## src/rtl/chess_qspi_ctrl.sv

```systemverilog
`default_nettype none
// ============================================================================
// Module      : chess_qspi_ctrl
// Description : Quad-SPI host command controller for the chess engine.
//               Synchronises sck/cs_n/sdi into clk, decodes one command byte
//               per transaction, streams board squares into the engine,
//               pulses search start and serialises status / best move.
// Revision    : 1.0 - initial release
// ============================================================================
module chess_qspi_ctrl #(
    parameter int SYNC_STAGES = 2
) (
    input  logic       clk,
    input  logic       rst_n,
    input  logic       sck,
    input  logic       cs_n,
    input  logic [3:0] sdi,
    output logic [3:0] sdo,
    output logic       sdo_oe,
    output logic       wr_en,
    output logic [5:0] wr_addr,
    output logic [3:0] wr_data,
    output logic       start,
    input  logic       busy,
    input  logic       result_valid,
    input  logic [5:0] result_from,
    input  logic [5:0] result_to
);

    localparam logic [2:0] c_ST_IDLE   = 3'd0;
    localparam logic [2:0] c_ST_CMD_HI = 3'd1;
    localparam logic [2:0] c_ST_CMD_LO = 3'd2;
    localparam logic [2:0] c_ST_LOAD   = 3'd3;
    localparam logic [2:0] c_ST_READ   = 3'd4;
    localparam logic [2:0] c_ST_SINK   = 3'd5;

    localparam logic [7:0] c_CMD_LOAD   = 8'h01;
    localparam logic [7:0] c_CMD_START  = 8'h02;
    localparam logic [7:0] c_CMD_STATUS = 8'h03;
    localparam logic [7:0] c_CMD_RESULT = 8'h04;

    // All three pin synchronisers share one depth so sdi stays aligned with sck
    logic [SYNC_STAGES-1:0]      r_sck_sync;
    logic [SYNC_STAGES-1:0]      r_cs_sync;
    logic [SYNC_STAGES-1:0][3:0] r_sdi_sync;
    logic                        r_sck_d;
    logic                        r_cs_d;

    logic       w_sck_s;
    logic       w_cs_s;
    logic [3:0] w_sdi_s;
    logic       w_sck_rise;
    logic       w_sck_fall;
    logic       w_cs_fall;

    logic [2:0] r_state;
    logic [2:0] w_state_nxt;
    logic [3:0] r_cmd_hi;
    logic [5:0] r_addr;
    logic       r_err;
    logic       r_status_pend;
    logic [7:0] r_tx;
    logic [1:0] r_tx_left;

    logic [7:0] w_cmd;
    logic       w_cap_hi;
    logic       w_wr_fire;
    logic       w_dec_load;
    logic       w_start_fire;
    logic       w_err_set;
    logic       w_dec_status;
    logic       w_dec_result;
    logic       w_tx_shift;

    // Pin synchronisers plus one delayed copy of synced sck/cs_n for edge detect
    always_ff @(posedge clk or negedge rst_n) begin
        if (!rst_n) begin
            r_sck_sync <= '0;
            r_cs_sync  <= '1;
            r_sdi_sync <= '0;
            r_sck_d    <= 1'b0;
            r_cs_d     <= 1'b1;
        end else begin
            r_sck_sync <= {r_sck_sync[SYNC_STAGES-2:0], sck};
            r_cs_sync  <= {r_cs_sync[SYNC_STAGES-2:0], cs_n};
            r_sdi_sync <= {r_sdi_sync[SYNC_STAGES-2:0], sdi};
            r_sck_d    <= w_sck_s;
            r_cs_d     <= w_cs_s;
        end
    end

    assign w_sck_s    = r_sck_sync[SYNC_STAGES-1];
    assign w_cs_s     = r_cs_sync[SYNC_STAGES-1];
    assign w_sdi_s    = r_sdi_sync[SYNC_STAGES-1];
    // sck edges only count while the host has the chip selected
    assign w_sck_rise = w_sck_s & ~r_sck_d & ~w_cs_s;
    assign w_sck_fall = ~w_sck_s & r_sck_d & ~w_cs_s;
    assign w_cs_fall  = ~w_cs_s & r_cs_d;
    assign w_cmd      = {r_cmd_hi, w_sdi_s};

    // State register
    always_ff @(posedge clk or negedge rst_n) begin
        if (!rst_n) begin
            r_state <= c_ST_IDLE;
        end else begin
            r_state <= w_state_nxt;
        end
    end

    // Next-state and per-cycle action strobes
    always_comb begin
        w_state_nxt  = r_state;
        w_cap_hi     = 1'b0;
        w_wr_fire    = 1'b0;
        w_dec_load   = 1'b0;
        w_start_fire = 1'b0;
        w_err_set    = 1'b0;
        w_dec_status = 1'b0;
        w_dec_result = 1'b0;
        w_tx_shift   = 1'b0;
        if (w_cs_s) begin
            w_state_nxt = c_ST_IDLE;
        end else begin
            case (r_state)
                c_ST_IDLE: begin
                    if (w_cs_fall) w_state_nxt = c_ST_CMD_HI;
                end
                c_ST_CMD_HI: begin
                    if (w_sck_rise) begin
                        w_cap_hi    = 1'b1;
                        w_state_nxt = c_ST_CMD_LO;
                    end
                end
                c_ST_CMD_LO: begin
                    if (w_sck_rise) begin
                        case (w_cmd)
                            c_CMD_LOAD: begin
                                if (!busy) begin
                                    w_dec_load  = 1'b1;
                                    w_state_nxt = c_ST_LOAD;
                                end else begin
                                    w_err_set   = 1'b1;
                                    w_state_nxt = c_ST_SINK;
                                end
                            end
                            c_CMD_START: begin
                                if (!busy) w_start_fire = 1'b1;
                                else       w_err_set    = 1'b1;
                                w_state_nxt = c_ST_SINK;
                            end
                            c_CMD_STATUS: begin
                                w_dec_status = 1'b1;
                                w_state_nxt  = c_ST_READ;
                            end
                            c_CMD_RESULT: begin
                                w_dec_result = 1'b1;
                                w_state_nxt  = c_ST_READ;
                            end
                            default: begin
                                w_err_set   = 1'b1;
                                w_state_nxt = c_ST_SINK;
                            end
                        endcase
                    end
                end
                c_ST_LOAD: begin
                    if (w_sck_rise) begin
                        w_wr_fire = 1'b1;
                        if (r_addr == 6'd63) w_state_nxt = c_ST_SINK;
                    end
                end
                c_ST_READ: begin
                    if (w_sck_fall) w_tx_shift = 1'b1;
                end
                c_ST_SINK: begin
                    w_state_nxt = c_ST_SINK;
                end
                default: begin
                    w_state_nxt = c_ST_IDLE;
                end
            endcase
        end
    end

    // Datapath: command capture, square writes, start pulse, error flag, tx shifter
    always_ff @(posedge clk or negedge rst_n) begin
        if (!rst_n) begin
            r_cmd_hi      <= 4'h0;
            r_addr        <= 6'd0;
            r_err         <= 1'b0;
            r_status_pend <= 1'b0;
            r_tx          <= 8'h00;
            r_tx_left     <= 2'd0;
            sdo           <= 4'h0;
            sdo_oe        <= 1'b0;
            wr_en         <= 1'b0;
            wr_addr       <= 6'd0;
            wr_data       <= 4'h0;
            start         <= 1'b0;
        end else begin
            wr_en  <= w_wr_fire;
            start  <= w_start_fire;
            sdo_oe <= (w_state_nxt == c_ST_READ);

            if (w_cap_hi) r_cmd_hi <= w_sdi_s;

            if (w_dec_load) begin
                r_addr <= 6'd0;
            end else if (w_wr_fire) begin
                wr_addr <= r_addr;
                wr_data <= w_sdi_s;
                r_addr  <= r_addr + 6'd1;
            end

            // err survives everything except the end of a STATUS read
            if (w_err_set) begin
                r_err <= 1'b1;
            end else if (w_cs_s && r_status_pend) begin
                r_err <= 1'b0;
            end

            if (w_dec_status) begin
                r_status_pend <= 1'b1;
            end else if (w_cs_s) begin
                r_status_pend <= 1'b0;
            end

            // First nibble goes straight to sdo; the rest wait in r_tx
            if (w_dec_status) begin
                sdo       <= {busy, result_valid, r_err, 1'b0};
                r_tx_left <= 2'd0;
            end else if (w_dec_result) begin
                sdo       <= result_from[5:2];
                r_tx      <= {result_from[1:0], result_to};
                r_tx_left <= 2'd2;
            end else if (w_tx_shift) begin
                if (r_tx_left != 2'd0) begin
                    sdo       <= r_tx[7:4];
                    r_tx      <= {r_tx[3:0], 4'h0};
                    r_tx_left <= r_tx_left - 2'd1;
                end else begin
                    sdo <= 4'h0;
                end
            end else if (w_state_nxt != c_ST_READ) begin
                sdo <= 4'h0;
            end
        end
    end

endmodule
`default_nettype wire
```

## config.mk

```make
export PLATFORM = sky130hd
export DESIGN_NAME = chess_qspi_ctrl
export DESIGN_NICKNAME = d
export VERILOG_FILES = /design/src/rtl/chess_qspi_ctrl.sv
export SDC_FILE = /design/constraint.sdc
export NUM_CORES = 1
export LEC_CHECK = 0
export BUFFER_PORTS_ARGS = -buffer_cell sky130_fd_sc_hd__buf_2
export CAP_MARGIN = 20
export CORE_MARGIN = 8
export CORE_UTILIZATION = 45
export CTS_CLUSTER_SIZE = 30
export DETAILED_ROUTE_END_ITERATION = 8
export PLACE_DENSITY = 0.71
export SLEW_MARGIN = 15
export SYNTH_ARGS = -nofsm -noshare
export SYNTH_HDL_FRONTEND = slang
export SYNTH_SLANG_ARGS = --single-unit
```

## constraint.sdc

```tcl
create_clock -name clk -period 2.2 [get_ports clk]
set_input_delay 0.22 -clock clk [delete_from_list [all_inputs] [get_ports clk]]
set_output_delay 0.22 -clock clk [all_outputs]
set_load 0.05 [all_outputs]
```

# After elaboration in Yosys (flattened, before gate mapping)
# Index checks and enable logic that the tools add are counted.
[word_totals] reg_bits=56 latch_bits=0 ram_bits=0 mem_bits_ro=0 inputBits=22 output_inout_bits=17 wordCells=116 n_memories=0
[classes] add_sub_neg=2 multipliers=0 n_div=0 magnitude_cmp=0 n_eq_ne=12 shifts=0 n_mux=57 n_bitwise=10 n_reduce_logical=16
[op_table] cell="$mux 1" n=33
[op_table] cell="$mux 8" n=3
[op_table] cell="$mux 3" n=7
[op_table] cell="$mux 4" n=5
[op_table] cell="$pmux 3 s6" n=1
[op_table] cell="$eq 8x2->1 const B" n=2
[op_table] cell="$mux 6" n=2
[op_table] cell="$reduce_bool 2->1" n=6
[op_table] cell="$eq 3x3->1 const B" n=3
[op_table] cell="$eq 8x1->1 const B" n=1
[op_table] cell="$eq 8x3->1 const B" n=1
[op_table] cell="$mux 2" n=4
[op_table] cell="$add 6x1->6 const B" n=1
[op_table] cell="$eq 3x2->1 const B" n=2
[op_table] cell="$eq 6x6->1 const B" n=1
[op_table] cell="$pmux 3 s2" n=1
[op_table] cell="$reduce_bool 3->1" n=2
[op_table] cell="$and 1x1->1" n=5
[op_table] cell="$not 1->1" n=5
[op_table] cell="$reduce_and 2->1" n=2
[op_table] cell="$reduce_bool 4->1" n=1
[op_table] cell="$reduce_or 2->1" n=2
[op_table] cell="$eq 3x1->1 const B" n=1
[op_table] cell="$logic_not 3->1" n=1
[op_table] cell="5 further kinds" n=5

# Longest topological paths before layout
# Gate-level depths: netlist (run 1).
[depth] ltp_word=11 ltp_mapped=7 depth_no_buf=6

# Worst setup path before layout (run 1)
# Ideal clock, no wire load.
[synth_path] path_type="flip-flop to flip-flop" from="register r_sck_d" to="register sdo[2]" setup_ps=134 t_arrival_ps=1699 required_ps=2066 slack_ps=367 path_stages_with_launch=7 path_buffers=0 synth_period_minus_slack_ps=1833 path_cell_list="dfrtp_1 -> nor4b_4 -> nand4_1 -> nor4_4 -> nor4_2 -> nand4_1 -> o21ai_1"
[synth_via] elab_chain_len=8
[synth_rtl] element="start, declared" line_no="46" text="logic r_sck_d;"
[synth_rtl] element="start signal, assigned" line_no="87" text="r_sck_d <= w_sck_s;"
[synth_rtl] element="$not 1->1 or $and 1x1->1 (tied branches)" line_no="96, 97"
[synth_rtl] element="$and 1x1->1 (on tied branches)" line_no="96, 97"
[synth_rtl] element="$and 1x1->1 or $mux 1 (tied branches)" line_no="96, 173"
[synth_rtl] element="$mux 3, or another cell as far along" line_no="167" text="if (w_sck_rise) begin"
[synth_rtl] element="$pmux 3 s6, or another cell as far along" line_no="124" text="case (r_state)"
[synth_rtl] element="$mux 3, or another cell as far along" line_no="121" text="if (w_cs_s) begin"
[synth_rtl] element="$ne 3x3->1 or $mux 4 (tied branches)" line_no="244, 232"
[synth_rtl] element="$reduce_bool 4->1 (no line) or $mux 4 (tied branches)"
[synth_rtl] element="end signal, assigned" line_no="230" text="sdo <= {busy, result_valid, r_err, 1'b0};"
[synth_rtl] element="end signal, assigned" line_no="233" text="sdo <= result_from[5:2];"
[synth_rtl] element="end signal, assigned" line_no="238" text="sdo <= r_tx[7:4];"
[synth_rtl] element="end, declared" line_no="18" text="output logic [3:0] sdo,"
# Parallel ways exist; a longest one is shown, timed or not.
# A chain may end at the register's enable or synchronous reset.

# Worst setup path in the final report (run 1)
[layout_path] from="register r_cmd_hi[1]" to="register sdo[0]"
[layout_via] elab_chain_len=8
[layout_rtl] element="start, declared" line_no="58" text="logic [3:0] r_cmd_hi;"
[layout_rtl] element="start signal, assigned" line_no="205" text="if (w_cap_hi) r_cmd_hi <= w_sdi_s;"
[layout_rtl] element="$eq 8x3->1 or $eq 8x2->1 (tied branches)" line_no="136" text="case (w_cmd)"
[layout_rtl] element="$reduce_or 2->1 (no line)"
[layout_rtl] element="$pmux 3 s2" line_no="136"
[layout_rtl] element="$mux 3" line_no="135" text="if (w_sck_rise) begin"
[layout_rtl] element="$pmux 3 s6" line_no="124"
[layout_rtl] element="$mux 3" line_no="121"
[layout_rtl] element="$ne 3x3->1" line_no="244" text="end else if (w_state_nxt != c_ST_READ) begin"
[layout_rtl] element="$reduce_bool 4->1 (no line)"
# Parallel ways exist; a longest one is shown, timed or not.

==> results of run 1 <==
sequential cells by signal (all words and copies together) (netlist names):
signal         flops
r_cmd_hi           4
r_addr             6
r_cs_d             1
r_tx               8
r_state            3
sdo_oe             1
r_status_pend      1
wr_addr            6
wr_en              1
wr_data            4
r_err              1
start              1
r_tx_left          2
r_sdi_sync         4
r_sck_d            1
r_cs_sync          2
sdo                4
w_sdi_s            4
r_sck_sync         2
area by class of cell:
class,instances,area [um2]
Clock inverter,2,60.1
Inverter,8,30.0
Sequential cell,56,1410
Timing Repair Buffer,47,275
Clock buffer,5,68.8
Tap cell,70,87.6
Fill cell,428,2240
Multi-Input combinational cell,123,872
routing by layer:
layer	GRT usage, %	up-vias	routed length [um]
met1	16.4	768	2040
met2	19.8	41	2050
met3	3.47	4	266
li1	-	777	-
met5	0	-	0
met4	2.76	0	37
worst max path at each step:
stage                          to  slack [ns]  depth (start not counted)
2_1_floorplan  sdo[2]$_DFFE_PN0P_        0.37                          6
3_3_place_gp   sdo[0]$_DFFE_PN0P_        0.26                          6
3_5_place_dp   sdo[0]$_DFFE_PN0P_        0.15                          6
4_1_cts        sdo[0]$_DFFE_PN0P_        0.15                          6
5_1_grt        sdo[2]$_DFFE_PN0P_       0.005                          6
6_report       sdo[0]$_DFFE_PN0P_        0.16                          6
stage by stage:
stage	std cells	utilization (%)	worst slack (ns)	hold WS (ns)
final	311	55.5	0.163	0.0181
after global routing	311	55.5	0.00481	0.00376
after CTS	309	55.2	0.152	0.00594
after detailed placement	301	52.4	0.149	0.277
after global placement	301	52.4	0.256	0.272
after floorplan	192	-	0.367	-0.0756
power by group through the flow:
stage               registers, mW  clock network [mW]  logic (mW)
global placement             1.13                   0       0.133
CTS                          1.11               0.774       0.136
detailed placement           1.13                   0       0.134
global route                 1.12               0.816       0.152
floorplan                    1.13                   0      0.0633
finish                       1.11               0.758       0.135
cells in the mapped netlist (4+ instances only):
| cell | number |
|---|---|
| mux2_2 | 15 |
| a21oi_1 | 5 |
| o21ai_0 | 12 |
| nor2_1 | 11 |
| mux2i_1 | 4 |
| inv_1 | 8 |
| o21ai_1 | 4 |
| dfrtp_1 | 53 |
| nand4_1 | 4 |
| nand2_1 | 20 |
timing repair:
action	in CTS	in global routing
gates resized for setup	0	0
hold buffers	1	1
setup endpoints to repair	0	4
setup buffers	0	1
endpoints found under the hold margin	25	1
cells by family (layout without fill, tap and decap cells):
logic type	count (synthesis)	count (layout)
multiplexers	19	19
AO/OA/AOI/OAI	37	37
AND/OR/NAND/NOR	61	61
buffers and inverters	13	62
adder cells (fa/ha/maj)	2	2
XOR/XNOR	4	4
flip-flops	56	56
==> key figures, run 1 <==
Synth
  • Syn nets: 216
  • Largest family of logic cells by synthesized area: simple AND/OR/NAND/NOR gates
  • Post-synthesis register bit count: 56
  • Most used flip-flop cell after synthesis: dfrtp_1
  • Ys Warns: 0
  • Seq/Total Area, Yosys: 60.2%
  • Largest area contributor in the netlist: dfrtp_1
  • Area share of the largest cell type after synthesis: 56.8%
  • Mux share of post-synthesis cell area: 8.95%
  • Synth async-reset ratio: 100%
  • Synthesized cell area: 2330 um2
  • Mean Syn Cell Area: 12.2 um2
  • Simple-gate area share of the yosys netlist: 15.5%
  • Synth Area in Adders: 1.07%
  • Number of flops mapped to enable cells by yosys: 0
  • Yosys cell types: 48
  • Post-Synth XOR/XNOR Area: 1.50%
  • Cells after Synth: 192
  • Synth area leaders: dfrtp_1, mux2_2, dfstp_2, nand2_1, o21ai_0
  • Post-synthesis compound-gate area fraction: 10.3%

Critical path
  • Crit path cell chain: or4_1 > a211oi_2 > o2bb2ai_1 > nor4_2 > nand4_1 > o21ai_1
  • WP data arrival: 2.26 ns
  • Setup CP Type: flop to flop
  • R2R setup slack: 0.16 ns
  • Critical path fanouts, max: 4
  • R2r worst-path depth: 6
  • CP Data Required Time: 2.43 ns
  • CP delay by family, top: simple AND/OR/NAND/NOR gates
  • Startpoint Class: flop
  • R2r endpoint: sdo[0]$_DFFE_PN0P_
  • RR Startpoint: r_cmd_hi[1]$_DFFE_PN0P_
  • Worst Path Buf+Inv: 0
  • Slowest CP cell: or4_1
  • Max stage delay on crit path: 0.57 ns
  • CP Capture Type: flop
  • Worst setup startpoint: r_cmd_hi[1]$_DFFE_PN0P_

Clocking
  • Clk slew on worst S/H paths: 0.09 ns
  • H-tree depth: 2
  • Maximum root-to-sink buffer count: 2
  • CTS tree: built
  • Total clock buffers created by CTS: 5
  • CTS sink cnt: 56
  • Root buffer cell: clkbuf_8
  • Clock Latency Late Sink: 0.30 ns

Worst hold path
  • Hold Crit Class: input pin to flop
  • Hold_sp: sdi[1]
  • Worst hold path cell count: 1
  • Worst hold endpoint: r_sdi_sync[1]$_DFF_PN0_

Power and ir drop
  • Internal Pwr Total: 1.59 mW
  • Switching share of power: 20.9%
  • Sequential Power Share: 55.4%
  • Max VDD drop: 0.000363 V
  • Clock power share: 37.8%
  • Combinational power share: 6.8%
  • Switching power: 0.418 mW
  • Lkg Pwr: 1.29 nW
  • Power per cell area: 716 nW/um2
  • Power, Total: 2.00 mW

STA
  • # setup viols final: 0
  • Unrepaired setup endpoints after global routing: false
  • Slew @ Worst Pin: 0.645 ns
  • Fin Clk Skew: 0.0121 ns
  • Rel. slew slack: 57.0%
  • Upper clock frequency limit: 491 MHz
  • Setup TNS: 0 ns
  • Tcrit/Tclk final: 92.6%
  • Crit path time final: 2.04 ns
  • Pins over their slew limit: 0
  • Fin. Hold Viols: 0

Floorplan
  • Initial core utilization: 46.3%
  • Io pins: 39
  • Die Width: 88.0 um
  • # rows: 26
  • Core area: 5040 um2
  • DIE HEIGHT: 88.0 um
  • DIE AREA: 7750 um2

Finish
  • Most frequent cells in the layout: dfrtp_1, buf_2, nand2_1
  • Final net count: 265
  • Share of cells above drive strength 1: 32.0%
  • ANT cells: 0
  • Area grow syn2layout: 19.9%
  • Most common cell after layout, fill and taps aside: dfrtp_1
  • Post-route cell area: 2800 um2

GRT
  • Pin count of the biggest net entering global routing: 30
  • Initial antenna violation count: 0
  • Total Routing Usage GR: 12.4%
  • Grt ovf: 0
  • First-pass GRT wire length: 7.58 mm
  • Vias in the first global route: 1624

Routing
  • Drt total wl: 4.39 mm
  • Avg WL per Cell: 14.1 um
  • Post-route ant nets: 0
  • Via-to-Cell Ratio: 5.11
  • Residual DRC: 0
  • DR vias: 1590
  • Number of DRC markers in iteration 0: 62
  • Drt first pass iters: 4

Status
  • Status: finished, final reports clean

Flow run
  • Max-cap viol count: 0

Placed design
  • Placed cell area: 2640 um2
  • Placer Congestion: 0.808
  • HPWL after DPL: 3.37 mm
  • IO buf count: 38
Power figures use the tool's default switching activity.
==> inputs of run 2 (changes only) <==
--- a/config.mk
+++ b/config.mk
@@ -5,13 +5,13 @@
 export SDC_FILE = /design/constraint.sdc
 export NUM_CORES = 1
 export LEC_CHECK = 0
-export BUFFER_PORTS_ARGS = -buffer_cell sky130_fd_sc_hd__buf_2
 export CAP_MARGIN = 20
 export CORE_MARGIN = 8
 export CORE_UTILIZATION = 45
 export CTS_CLUSTER_SIZE = 30
 export DETAILED_ROUTE_END_ITERATION = 8
-export PLACE_DENSITY = 0.71
+export DONT_BUFFER_PORTS = 1
+export PLACE_DENSITY = 0.65
 export SLEW_MARGIN = 15
 export SYNTH_ARGS = -nofsm -noshare
 export SYNTH_HDL_FRONTEND = slang
==> key figures, run 2 (synthesis results as in run 1) <==
Clocking
  • Total clock buffers created by CTS: 5 (unchanged)
  • H-tree depth: 2 (unchanged)
  • Root buffer cell: clkbuf_8
  • Maximum root-to-sink buffer count: 2 (unchanged)
  • CTS sink cnt: 56 (unchanged)
  • Clock Latency Late Sink: 0.30 ns (about the same)
  • Clk slew on worst S/H paths: 0.09 ns (about the same)
  • CTS tree: built

GRT
  • First-pass GRT wire length: 7.35 mm (-3.1%)
  • Vias in the first global route: 1531 (-5.7%)
  • Pin count of the biggest net entering global routing: 57 (+90%)
  • Grt ovf: 0 (unchanged)
  • Total Routing Usage GR: 12.3% (-0.17 points)
  • Initial antenna violation count: 0 (unchanged)

Finish
  • Top Registers: r_tx (8), r_addr (6), wr_addr (6)
  • Share of cells above drive strength 1: 17.8% (-14 points)
  • Fillcell total: 454 (+6.1%)
  • Most frequent cells in the layout: dfrtp_1, nand2_1, mux2_2
  • Max reg flops: 8 (unchanged)
  • Final core occ: 52.0% (-3.5 points)
  • Area grow syn2layout: 12.3%
  • ANT cells: 0 (unchanged)
  • Most common cell after layout, fill and taps aside: dfrtp_1
  • Post-route cell area: 2620 um2 (-6.4%)
  • Top reg by flops: r_tx
  • Final non-filler cell total: 278 (-11%)
  • Final net count: 231 (-13%)

Floorplan
  • Core area: 5040 um2 (unchanged)
  • Initial core utilization: 46.3% (unchanged)
  • DIE HEIGHT: 88.0 um (unchanged)
  • # rows: 26 (unchanged)
  • Die Width: 88.0 um (unchanged)
  • Io pins: 39 (unchanged)
  • DIE AREA: 7750 um2 (unchanged)

Routing
  • Wl on met1: 1.84 mm (-10%)
  • Residual DRC: 0 (unchanged)
  • Met2 wire length: 2.12 mm (+3.4%)
  • Drt first pass iters: 4 (unchanged)
  • Avg WL per Cell: 15.4 um (+8.8%)
  • Post-route ant nets: 0 (unchanged)
  • Via-to-Cell Ratio: 5.31 (+3.9%)
  • Drt total wl: 4.27 mm (-2.7%)
  • DR vias: 1477 (-7.1%)
  • Met3 routed WL: 277 um (+4.1%)
  • Number of DRC markers in iteration 0: 115 (+85%)
  • Highest metal used: met4

Power and ir drop
  • Max VDD drop: 0.000427 V (+18%)
  • Switching share of power: 22.7% (+1.9 points)
  • Combinational power share: 6.0% (-0.8 points)
  • Lkg Pwr: 1.12 nW (-14%)
  • Sequential Power Share: 62.5% (+7.1 points)
  • Power per cell area: 685 nW/um2 (-4.3%)
  • Internal Pwr Total: 1.39 mW (-13%)
  • Clock power share: 31.5% (-6.3 points)
  • Switching power: 0.408 mW (-2.5%)
  • Power, Total: 1.80 mW (-10%)

STA
  • Slew @ Worst Pin: 0.506 ns (-0.139 ns)
  • Pins over their slew limit: 0 (unchanged)
  • Upper clock frequency limit: 503 MHz (+2.4%)
  • Unrepaired setup endpoints after global routing: false
  • Setup TNS: 0 ns (unchanged)
  • Fin. Hold Viols: 0 (unchanged)
  • Crit path time final: 1.99 ns (-0.0479 ns)
  • Rel. slew slack: 66.3% (+9.3 points)
  • # setup viols final: 0 (unchanged)
  • Tcrit/Tclk final: 90.4% (-2.2 points)
  • Fin Clk Skew: 0.00800 ns (-0.00413 ns)

Critical path
  • CP delay by family, top: simple AND/OR/NAND/NOR gates
  • Crit path cell chain: or4_1 > a211oi_2 > o2bb2ai_1 > nor4_2 > nand4_1 > o21ai_1
  • Startpoint Class: flop
  • CP Capture Type: flop
  • Max stage delay on crit path: 0.56 ns (about the same)
  • Worst Path Buf+Inv: 0 (unchanged)
  • Setup CP Type: flop to flop
  • Critical path fanouts, max: 4 (unchanged)
  • WP data arrival: 2.22 ns (-0.04 ns)
  • CP Data Required Time: 2.43 ns (about the same)
  • Slowest CP cell: or4_1

Placed design
  • Placed Cells: 262 (-13%)
  • Placed cell area: 2430 um2 (-8.0%)
  • HPWL after DPL: 3.14 mm (-6.6%)
  • IO buf count: 0 (-100%)
  • Placer Congestion: 0.820 (+1.4%)

Worst hold path
  • Hold Crit Class: input pin to flop

Flow run
  • Max-cap viol count: 0 (unchanged)

Status
  • Status: finished, final reports clean
==> run 2: metal layers <==
metal / GRT usage (%) / up-vias
met5: 0 / -
met4: 3.84 / 0
met3: 4.97 / 6
met2: 19.6 / 28
met1: 14.8 / 738
li1: - / 705
==> run 2: final timing paths <==
| check | from | end | slack [ns] | cells after the start |
|---|---|---|---|---|
| hold reg to reg | r_sck_sync[0]$_DFF_PN0_ | r_sck_sync[1]$_DFF_PN0_ | 0.35 | 0 |
| hold / removal | result_to[2] | r_tx[2]$_DFFE_PN0P_ | 0.03 | 2 |
| setup / recovery | r_cmd_hi[1]$_DFFE_PN0P_ | sdo[0]$_DFFE_PN0P_ | 0.21 | 6 |
| min in group asynchronous | rst_n | wr_addr[0]$_DFFE_PN0P_ | 0.43 | 2 |
| setup reg to reg | r_cmd_hi[1]$_DFFE_PN0P_ | sdo[0]$_DFFE_PN0P_ | 0.21 | 6 |
| max in group asynchronous | rst_n | r_cs_d$_DFF_PN1_ | 1.49 | 2 |
==> run 2: power by group through the flow <==
stage          Sequential [mW]  Clock (mW)  Combinational, mW
2_1_floorplan             1.13           0             0.0633
3_3_place_gp              1.14           0             0.0734
3_5_place_dp              1.14           0             0.0747
4_1_cts                   1.12       0.588              0.111
5_1_grt                   1.13       0.629              0.123
6_report                  1.12       0.566              0.108
==> run 2: timing repair <==
action                    4_1_cts  5_1_grt
buffers inserted                0        0
hold buffers                    8        0
resized for setup               0        0
hold endpoints to repair       62        0
==> run 2: cell type report <==
class	instances	area, um2	area share [%]
inverters	8	30.0	1.15
flip-flops and latches	56	1410	53.6
clock buffers	8	90.1	3.44
well taps	70	87.6	3.34
repair buffers	13	135	5.16
multi-input cells	123	872	33.3
==> run 2: through the flow <==
step	setup slack [ns]	hold WS, ns
after global routing	0.0356	0.0181
final	0.211	0.0297
after detailed placement	0.192	-0.0738
after CTS	0.164	0.0241
after global placement	0.244	-0.0738
after floorplan	0.367	-0.0756
==> inputs of run 3 (changes only) <==
--- a/config.mk
+++ b/config.mk
@@ -7,11 +7,12 @@
 export LEC_CHECK = 0
 export CAP_MARGIN = 20
 export CORE_MARGIN = 8
-export CORE_UTILIZATION = 45
+export CORE_UTILIZATION = 40
 export CTS_CLUSTER_SIZE = 30
 export DETAILED_ROUTE_END_ITERATION = 8
 export DONT_BUFFER_PORTS = 1
-export PLACE_DENSITY = 0.65
+export PLACE_DENSITY = 0.59
+export REMOVE_ABC_BUFFERS = 1
 export SLEW_MARGIN = 15
 export SYNTH_ARGS = -nofsm -noshare
 export SYNTH_HDL_FRONTEND = slang
==> key figures, run 3 (synthesis results as in run 1) <==
Status
  • Status: finished, final reports clean

STA
  • Setup TNS: 0 ns (unchanged)
  • Pins over their slew limit: 0 (unchanged)
  • Fin. Hold Viols: 0 (unchanged)
  • Rel. slew slack: 67.2% (+0.92 points)
  • Unrepaired setup endpoints after global routing: false
  • # setup viols final: 0 (unchanged)
  • Slew @ Worst Pin: 0.492 ns (-0.0138 ns)
  • Crit path time final: 1.95 ns (-0.0421 ns)
  • Tcrit/Tclk final: 88.5% (-1.9 points)
  • Fin Clk Skew: 0.00651 ns (-0.00149 ns)
  • Hold slack final: 0.0311 ns (+0.00132 ns)
  • Upper clock frequency limit: 514 MHz (+2.2%)

Worst hold path
  • Hold Crit Class: input pin to flop

Placed design
  • Placed Cells: 268 (+2.3%)
  • HPWL after DPL: 3.14 mm (-0.17%)
  • IO buf count: 0 (unchanged)
  • Placer Congestion: 0.764 (-6.8%)

Floorplan
  • Io pins: 39 (unchanged)
  • DIE AREA: 8530 um2 (+10%)
  • # rows: 28 (+7.7%)
  • Die Width: 92.4 um (+5.0%)
  • DIE HEIGHT: 92.4 um (+5.0%)
  • Initial core utilization: 40.4% (-5.9 points)
  • Core area: 5780 um2 (+15%)

GRT
  • Layer with the highest usage: met2
  • Pin count of the biggest net entering global routing: 57 (unchanged)
  • Total Routing Usage GR: 11.0% (-1.3 points)
  • Initial antenna violation count: 0 (unchanged)
  • Vias in the first global route: 1433 (-6.4%)
  • Grt met3 use: 4.13% (-0.85 points)
  • First-pass GRT wire length: 7.49 mm (+1.9%)
  • Met2 Use GR: 15.6% (-4.0 points)
  • Met1 Usage GRT: 14.8% (+0.087 points)
  • Grt ovf: 0 (unchanged)

Routing
  • Drt total wl: 4.42 mm (+3.4%)
  • Drt first pass iters: 4 (unchanged)
  • Avg WL per Cell: 15.6 um (+1.2%)
  • Residual DRC: 0 (unchanged)
  • DR vias: 1454 (-1.6%)
  • Via-to-Cell Ratio: 5.12 (-3.6%)
  • Post-route ant nets: 0 (unchanged)
  • Number of DRC markers in iteration 0: 75 (-35%)

Power and ir drop
  • Power, Total: 1.89 mW (+5.3%)
  • Lkg Pwr: 1.13 nW (+1.3%)
  • Max VDD drop: 0.000357 V (-16%)
  • Power per cell area: 712 nW/um2 (+3.9%)

Finish
  • Most common cell after layout, fill and taps aside: dfrtp_1
  • Final net count: 232 (+0.43%)
  • Max reg flops: 8 (unchanged)
  • ANT cells: 0 (unchanged)
  • Most frequent cells in the layout: dfrtp_1, nand2_1, mux2_2
  • Top reg by flops: r_tx
  • Final core occ: 45.9% (-6.0 points)
  • Fillcell total: 544 (+20%)
  • Area grow syn2layout: 13.8%
  • Share of cells above drive strength 1: 19.1% (+1.4 points)
  • Final non-filler cell total: 284 (+2.2%)
  • Top Registers: r_tx (8), r_addr (6), wr_addr (6)

Critical path
  • Setup CP Type: flop to flop
  • R2r worst-path depth: 7 (+1)
  • Max stage delay on crit path: 0.43 ns (-0.13 ns)
  • Worst Setup EP: sdo[1]$_DFFE_PN0P_
  • RR Startpoint: r_sck_d$_DFF_PN0_
  • R2R setup slack: 0.25 ns (+0.04 ns)
  • CP Capture Type: flop
  • Startpoint Class: flop
  • Worst setup startpoint: r_sck_d$_DFF_PN0_
  • Slowest CP cell: dfrtp_1
  • Crit path cell chain: nor4b_4 > nand4_1 > nor2_1 > buf_4 > a22o_1 > a21oi_1 > o21ai_1
  • WP data arrival: 2.18 ns (-0.04 ns)
  • R2r endpoint: sdo[1]$_DFFE_PN0P_
  • CP Data Required Time: 2.44 ns (about the same)
  • Critical path fanouts, max: 21 (+17)

Clocking
  • CTS tree: built
  • Maximum root-to-sink buffer count: 2 (unchanged)
  • Total clock buffers created by CTS: 5 (unchanged)
  • Clk slew on worst S/H paths: 0.09 ns (about the same)
  • Clock Latency Late Sink: 0.30 ns (about the same)
  • Post-CTS Setup Repair Bufs: 0 (unchanged)
  • CTS sink cnt: 56 (unchanged)
  • H-tree depth: 2 (unchanged)
  • Root buffer cell: clkbuf_8

Flow run
  • Max-cap viol count: 0 (unchanged)
[run 3: cell type report]
class / instances / area, um2 / area share, %
clock inverter: 3 / 42.5 / 1.60
tap: 75 / 93.8 / 3.53
sequential: 56 / 1410 / 52.9
inverter: 8 / 30.0 / 1.13
timing repair buffer: 14 / 143 / 5.37
multi-input combinational: 123 / 872 / 32.8
clock buffer: 5 / 68.8 / 2.59
[run 3: power by group]
part,switching (mW),leakage [nW],internal (mW)
clock network,0.323,0.0541,0.337
registers,0.0454,0.678,1.07
logic,0.0550,0.399,0.0569
total,0.423,1.13,1.47
[run 3: per-layer routing]
| layer | vias to the layer above | wire, um | part of all wire, % |
|---|---|---|---|
| met5 | - | 0 | 0 |
| met4 | 0 | 63 | 1.4 |
| met3 | 5 | 267 | 6.0 |
| met2 | 25 | 2020 | 46 |
| met1 | 714 | 2070 | 47 |
| li1 | 710 | - | - |
[run 3: stage by stage]
stage / instance area [um2] / setup slack (ns)
after floorplan: 2310 / 0.0540
after detailed placement: 2450 / 0.209
after global routing: 2660 / 0.00548
after CTS: 2660 / 0.174
final: 2660 / 0.253
after global placement: 2450 / 0.234
[run 3: worst max-delay path: cells and delay by family, from the launching register on]
kind	cells	cell delay, ns
compound gates	3	0.30
flops	1	0.43
simple gates	3	0.92
buf+inv	1	0.24
[run 3: how the worst min path moves through the flow]
stage,slack [ns],start,depth (start not counted),to
after floorplan,-0.08,rst_n,0,r_addr[0]$_DFFE_PN0P_
after global placement,-0.07,rst_n,0,wr_en$_DFF_PN0_
after detailed placement,-0.07,rst_n,0,wr_addr[4]$_DFFE_PN0P_
after CTS,0.02,result_from[1],2,r_tx[7]$_DFFE_PN0P_
after global routing,0.02,result_to[0],2,r_tx[0]$_DFFE_PN0P_
final,0.03,result_from[1],2,r_tx[7]$_DFFE_PN0P_
[run 3: what timing repair did]
item / 4_1_cts / 5_1_grt
endpoints found under the hold margin: 62 / 0
resized for setup: 0 / 0
setup endpoints to repair: 0 / 4
hold buffers: 8 / 0
